File: src/rtl/serial_frame_rx.sv
// Serial frame receiver: start 0, 8 data bits LSB first, parity, stop 1.
// Emits one-cycle done/parity_err/frame_err strobes and a saturating bad-frame count.
module serial_frame_rx #(
  parameter bit PARITY_ODD = 1'b1,
  parameter int ERR_CNT_W  = 8
) (
  input  logic                 clk,
  input  logic                 areset,
  input  logic                 in,
  output logic [7:0]           out_byte,
  output logic                 done,
  output logic                 parity_err,
  output logic                 frame_err,
  output logic [ERR_CNT_W-1:0] err_count
);

  typedef enum logic [2:0] {
    S_IDLE,
    S_DATA,
    S_PARITY,
    S_STOP,
    S_DONE,
    S_PERR,
    S_FERR,
    S_WAIT
  } state_t;

  localparam logic [ERR_CNT_W-1:0] ERR_MAX = '1;
  localparam logic [ERR_CNT_W-1:0] ERR_ONE = {{(ERR_CNT_W-1){1'b0}}, 1'b1};

  state_t               state_q, state_d;
  logic [2:0]           cnt_q, cnt_d;
  logic [7:0]           shift_q, shift_d;
  logic                 acc_q, acc_d;
  logic [7:0]           out_byte_q, out_byte_d;
  logic [ERR_CNT_W-1:0] err_cnt_q, err_cnt_d;

  always_ff @(posedge clk or posedge areset) begin
    if (areset) begin
      state_q    <= S_IDLE;
      cnt_q      <= 3'd0;
      shift_q    <= 8'h00;
      acc_q      <= 1'b0;
      out_byte_q <= 8'h00;
      err_cnt_q  <= '0;
    end else begin
      state_q    <= state_d;
      cnt_q      <= cnt_d;
      shift_q    <= shift_d;
      acc_q      <= acc_d;
      out_byte_q <= out_byte_d;
      err_cnt_q  <= err_cnt_d;
    end
  end

  always_comb begin
    state_d    = state_q;
    cnt_d      = cnt_q;
    shift_d    = shift_q;
    acc_d      = acc_q;
    out_byte_d = out_byte_q;
    err_cnt_d  = err_cnt_q;
    case (state_q)
      S_IDLE: begin
        if (!in) begin
          state_d = S_DATA;
          cnt_d   = 3'd0;
          acc_d   = 1'b0;
        end
      end
      S_DATA: begin
        shift_d[cnt_q] = in;
        acc_d          = acc_q ^ in;
        if (cnt_q == 3'd7) state_d = S_PARITY;
        else               cnt_d   = cnt_q + 3'd1;
      end
      S_PARITY: begin
        acc_d   = acc_q ^ in;
        state_d = S_STOP;
      end
      S_STOP: begin
        // out_byte loads on the edge into DONE so it is valid while done=1
        if (in && (acc_q == PARITY_ODD)) begin
          state_d    = S_DONE;
          out_byte_d = shift_q;
        end else begin
          state_d = in ? S_PERR : S_FERR;
          if (err_cnt_q != ERR_MAX) err_cnt_d = err_cnt_q + ERR_ONE;
        end
      end
      S_DONE, S_PERR: begin
        // a 0 here is the start bit of a back-to-back frame
        if (!in) begin
          state_d = S_DATA;
          cnt_d   = 3'd0;
          acc_d   = 1'b0;
        end else begin
          state_d = S_IDLE;
        end
      end
      S_FERR: state_d = in ? S_IDLE : S_WAIT;
      S_WAIT: if (in) state_d = S_IDLE;
      default: state_d = S_IDLE;
    endcase
  end

  assign out_byte   = out_byte_q;
  assign done       = (state_q == S_DONE);
  assign parity_err = (state_q == S_PERR);
  assign frame_err  = (state_q == S_FERR);
  assign err_count  = err_cnt_q;

endmodule

File: config.mk
export PLATFORM = sky130hd
export DESIGN_NAME = serial_frame_rx
export DESIGN_NICKNAME = d
export VERILOG_FILES = /design/src/rtl/serial_frame_rx.sv
export SDC_FILE = /design/constraint.sdc
export NUM_CORES = 1
export LEC_CHECK = 0
export ABC_AREA = 1
export CORE_ASPECT_RATIO = 0.9
export CORE_UTILIZATION = 54
export DETAILED_ROUTE_END_ITERATION = 10
export PLACE_DENSITY = 0.77
export SKIP_LAST_GASP = 1
export SYNTH_ARGS = -nofsm -noshare
export SYNTH_HDL_FRONTEND = slang
export SYNTH_SLANG_ARGS = --single-unit
File: constraint.sdc
create_clock -name clk -period 1.6 [get_ports clk]
set_input_delay 0.48 -clock clk [delete_from_list [all_inputs] [get_ports clk]]
set_output_delay 0.48 -clock clk [all_outputs]
set_load 0.005 [all_outputs]
== Yosys cells after proc, flatten, opt, wreduce, memory -nomap -nowiden ==
Cells that the tools add are included.

* Output and inout bits: 19
* Logic and storage cells: 55
* Flip-flop bits (word level): 31
* Bits of input ports: 3

* Bitwise gates (word level): 2
* Muxes and demuxes: 16
* Add/subtract/negate cells: 2
* Order comparisons: 2
* Reductions and logical operators: 13
* Eq/ne operators: 14

{| class="wikitable"
|+ Operator list
! operator !! number
|-
| $pmux W3 S7 || 1
|-
| $mux W3 || 6
|-
| $eq A3 B3 Y1 const B || 5
|-
| $ne A2 B2 Y1 const B || 5
|-
| $reduce_and A3 Y1 || 3
|-
| $add A8 B1 Y8 const B || 1
|-
| $bwmux W8 || 1
|-
| $ne A8 B8 Y1 const B || 1
|-
| $eq A3 B2 Y1 const B || 2
|-
| $pmux W3 S2 || 1
|-
| $lt A3 B4 Y1 const B || 1
|-
| $mux W2 || 2
|-
| $reduce_and A2 Y1 || 2
|-
| $reduce_bool A2 Y1 || 2
|-
| $reduce_or A2 Y1 || 2
|-
| $add A3 B1 Y3 const B || 1
|-
| $demux W1 S3 || 1
|-
| $eq A3 B1 Y1 const B || 1
|-
| $ge A3 B1 Y1 const B || 1
|-
| $logic_not A3 Y1 || 1
|-
| $mux W1 || 3
|-
| $reduce_or A3 Y1 || 1
|-
| $logic_and A1 B1 Y1 || 2
|-
| $pmux W1 S2 || 1
|-
| 2 further kinds || 2
|}

== Longest topological paths before layout ==
* Depth after elaboration: 5
* Gate-level depth with buffers: 8
* Depth with buffers taken out: 8

== Worst setup path after synthesis ==
Ideal clock, no wire load.

* Path kind: input -> register
* From: input in
* To: register err_cnt_q[0], in the netlist err_count[0]
* Stages on the path: 5
* Required time: 1.475 ns
* Library setup time: 0.125 ns
* Arrival: 1.297 ns
* Path slack: 0.177 ns
* Buffers on the path: 1
* Path through: ha_1 buf_2 nor3_4 nand2_4 xor2_1

* Word-level cells in the longest chain between the ends: 3

{| class="wikitable"
|+ Ends and longest elaborated chain
! item !! line !! text
|-
| start, declared || 9 || <nowiki>input logic in,</nowiki>
|-
| $logic_and A1 B1 Y1 || 83 || <nowiki>if (in && (acc_q == PARITY_ODD)) begin</nowiki>
|-
| $not A1 Y1 (no line) || - ||
|-
| $reduce_and A3 Y1 (no line) || - ||
|-
| end signal, assigned || 52 || <nowiki>err_cnt_q <= err_cnt_d;</nowiki>
|-
| end, declared || 36 || <nowiki>logic [ERR_CNT_W-1:0] err_cnt_q, err_cnt_d;</nowiki>
|}

Every way passes these cells.
A chain may end at the register's enable or synchronous reset.

== Worst setup path after layout ==
* From: register state_q[1]
* To: output done

* Word-level cells in the longest chain between the ends: 1

{| class="wikitable"
|+ Ends and longest elaborated chain
! item !! line !! text
|-
| start, declared || 31 || <nowiki>state_t state_q, state_d;</nowiki>
|-
| start signal, assigned || 47 || <nowiki>state_q <= state_d;</nowiki>
|-
| $eq A3 B3 Y1 || 108 || <nowiki>assign done = (state_q == S_DONE);</nowiki>
|-
| end, declared || 11 || <nowiki>output logic done,</nowiki>
|}

Every way passes these cells.

==> key figures <==
Global route
  – Initial antenna violation count: 0
  – Vias in the first global route: 1430
  – Largest net degree at the start of global routing: 32
  – Total global-route track usage: 28.0%
  – GRT overflow: 0
  – First-pass GRT wire length: 6440 um

Routing
  – Drt total wl: 3960 um
  – Routed vias/inst: 5.20
  – DRT iter0 DRCs: 123
  – Met2 routed WL: 2030 um
  – Via count: 1582
  – Average wire per standard cell: 13.0 um
  – Met3 WL: 228 um
  – ANT nets after route: 0
  – First drt pass iteration count: 4
  – Max Used Layer: met4
  – WL met1: 1590 um
  – DRC viols: 0

Synthesis
  – Seq/Total Area, Yosys: 46.2%
  – Mapped Avg Cell Area: 7.99 sq um
  – Post-Synthesis Cells: 210
  – Commonest cells post-synth: 72 x nand2_1, 31 x dfrtp_1, 20 x inv_1, 17 x nand3_1, 13 x nor2_1
  – Most frequent cell after synthesis: nand2_1
  – Dominant cells by area after synthesis: dfrtp_1 46%, nand2_1 16%, nand3_1 5.1%, inv_1 4.5%, ha_1 3.7%
  – Mux cell area share after synthesis: 0%
  – Synth cell types: 24
  – Adder-Cell Fraction of Synth Area: 3.73%
  – FF+latch count, synth: 31
  – Main combinational cell family by area after synthesis: simple AND/OR/NAND/NOR gates
  – Most area-hungry cell type in the Yosys netlist: dfrtp_1
  – Xor/xnor cell area share of the yosys netlist: 2.09%
  – YS warnings: 0
  – Synth Area in Compound Gates: 4.77%
  – Number of synthesized flops with an enable pin: 0
  – Syn Nets: 218
  – Share of the synthesized area in the top cell type: 46.2%
  – Post-Synth Simple-Gate Area: 35.4%
  – Fraction of registers with async set/reset: 100%
  – Post-Syn Area: 1680 sq um
  – Ys flop type: dfrtp_1

Power
  – Sequential power share: 32.5%
  – Clock power share: 16.5%
  – VDD IR max: 1.36 mV
  – PwrDens: 1790 nW/um^2
  – Switching Share: 40.4%
  – Internal power: 2.37 mW
  – Tot Pwr: 3.99 mW
  – Psw: 1.61 mW
  – Static Leak: 1.21 nW
  – Gate power share: 51.0%

Timing
  – Max-slew violation count: 0
  – Relative slew slack: 80.4%
  – Fin. Hold Viols: 0
  – Final worst-path cycle share: 106%
  – Skew final: 13.5 ps
  – RSZ-0062 raised after global routing: yes
  – Peak Freq: 587 MHz
  – Worst-Margin Slew: 292 ps
  – # setup viols final: 3
  – Final min period: 1700 ps
  – Setup slack after layout: -104 ps

Critical path
  – Worst-path cell chain: buf_6 -> inv_6 -> nand2_4 -> nor2_4 -> buf_2
  – CP Capture Type: output port
  – Slowest-stage cell, CP: dfrtp_1
  – Critical Path RT: 1120 ps
  – Buf/Inv on CP: 3
  – CP max FO: 3
  – Crit path DAT: 1220 ps
  – Crit path max-delay family: flip-flops
  – Crit path launch type: flip-flop
  – Worst path max stage delay: 430 ps
  – WS Path Type: reg -> out

Floorplanning
  – Core area: 2840 sq um
  – Cell Rows: 18
  – Initial Utilization: 59.1%
  – IO Pins: 22
  – Die W: 60.8 um
  – Die ar.: 3330 sq um
  – Die H: 54.9 um

Clock tree
  – # H-tree levels: 2
  – Worst-skew pair later-pin latency: 340 ps
  – Total CTS buffers: 5
  – Clock Path Buffers: 2
  – Cts hold-fix bufs: 0
  – Root Driver: clkbuf_4
  – Clk sink count: 31
  – CTS tree: built
  – Worst-path clk slew: 110 ps

Outcome
  – Failing checks: setup timing
  – Status: finished, violations left

Final layout
  – Fraction of layout cells with a size suffix above 1: 25.0%
  – Final nets: 271
  – Ant. Diodes: 0
  – Syn-to-layout area delta: 32.8%
  – Utilization after layout: 78.5%

Flow run
  – Max-cap violations: 0

Placed design
  – Hpwl dp: 2700 um
  – Port bufs: 21
  – Routability Congestion: 0.846

Min path
  – Hold Path Class: in -> async
==> timing repair <==
action / CTS / global route
buffers inserted: 14 / 2
pin swaps: 3 / 2
setup endpoints to repair: 19 / 3
endpoints found under the hold margin: 0 / 0
resized for setup: 35 / 6
==> registers in the layout (all words and copies together), names as in the netlist <==
name	count
acc_q	1
cnt_q	3
err_count	8
out_byte	8
shift_q	8
state_q	3
==> placed cells by master, fill, tap and decap left out, types with 5 or more instances in the layout <==
| master | n |
|---|---|
| nand2_1 | 71 |
| dfrtp_1 | 29 |
| buf_4 | 26 |
| inv_1 | 20 |
| nand3_1 | 17 |
| dlygate4sd2_1 | 16 |
| nor2_1 | 12 |
| o21ai_1 | 12 |
| ha_1 | 5 |
| clkbuf_4 | 5 |
==> worst min-delay path, cell delays in order <==
cell and delay [ps]:
clkdlybuf4s50_1 400, inv_1 100, buf_12 210
==> path summary, 6_finish.rpt <==
| path | from | end | slack, ps | depth (start not counted) |
|---|---|---|---|---|
| min in group clk | out_byte[7] | out_byte[7] | 470 | 2 |
| worst min-delay path | areset | out_byte[2] | 470 | 3 |
| max in group asynchronous | areset | out_byte[7] | 950 | 3 |
| worst max register to register | cnt_q[0] | state_q[0] | 170 | 8 |
| worst max-delay path | state_q[1] | done | -100 | 5 |
| worst min register to register | out_byte[7] | out_byte[7] | 470 | 2 |
==> power groups by stage <==
stage,Sequential (mW),Combinational (mW),Clock [mW]
2_1_floorplan,1.32,1.12,0
3_3_place_gp,1.32,1.69,0
3_5_place_dp,1.35,1.78,0
4_1_cts,1.29,1.95,0.658
5_1_grt,1.34,2.26,0.695
6_report,1.30,2.03,0.657
==> metal layers <==
metal | global-route usage [%] | vias to the layer above
met4 | 11.0 | 0
met3 | 5.44 | 13
met1 | 32.5 | 736
li1 | - | 775
met2 | 50.9 | 58
met5 | 0 | -
==> per-stage QoR <==
step	setup slack, ps	cells	area, sq um	hold slack [ps]	TNS, ps
finish	-104	304	2230	473	-199
global route	-143	304	2230	505	-345
CTS	-144	303	2210	483	-247
detailed placement	-235	281	2020	464	-3990
global placement	-207	281	2020	455	-3250
floorplan	177	210	1680	459	0
==> cell type report <==
type / count / area (sq um)
fillers: 207 / 609
flip-flops and latches: 31 / 778
clock buffers: 6 / 51.3
clock inverters: 2 / 35.0
inverters: 25 / 104
repair buffers: 50 / 413
multi-input cells: 150 / 797
well taps: 40 / 50.0
==> cells by family after synthesis <==
group	after synthesis
xor gates and xnor gates	4
adders and majority gates	5
buffers and inverters	29
DFF	31
and+or+nand+nor	125
AOI/OAI and AO/OA	16
(Power assumes the default switching activity.)
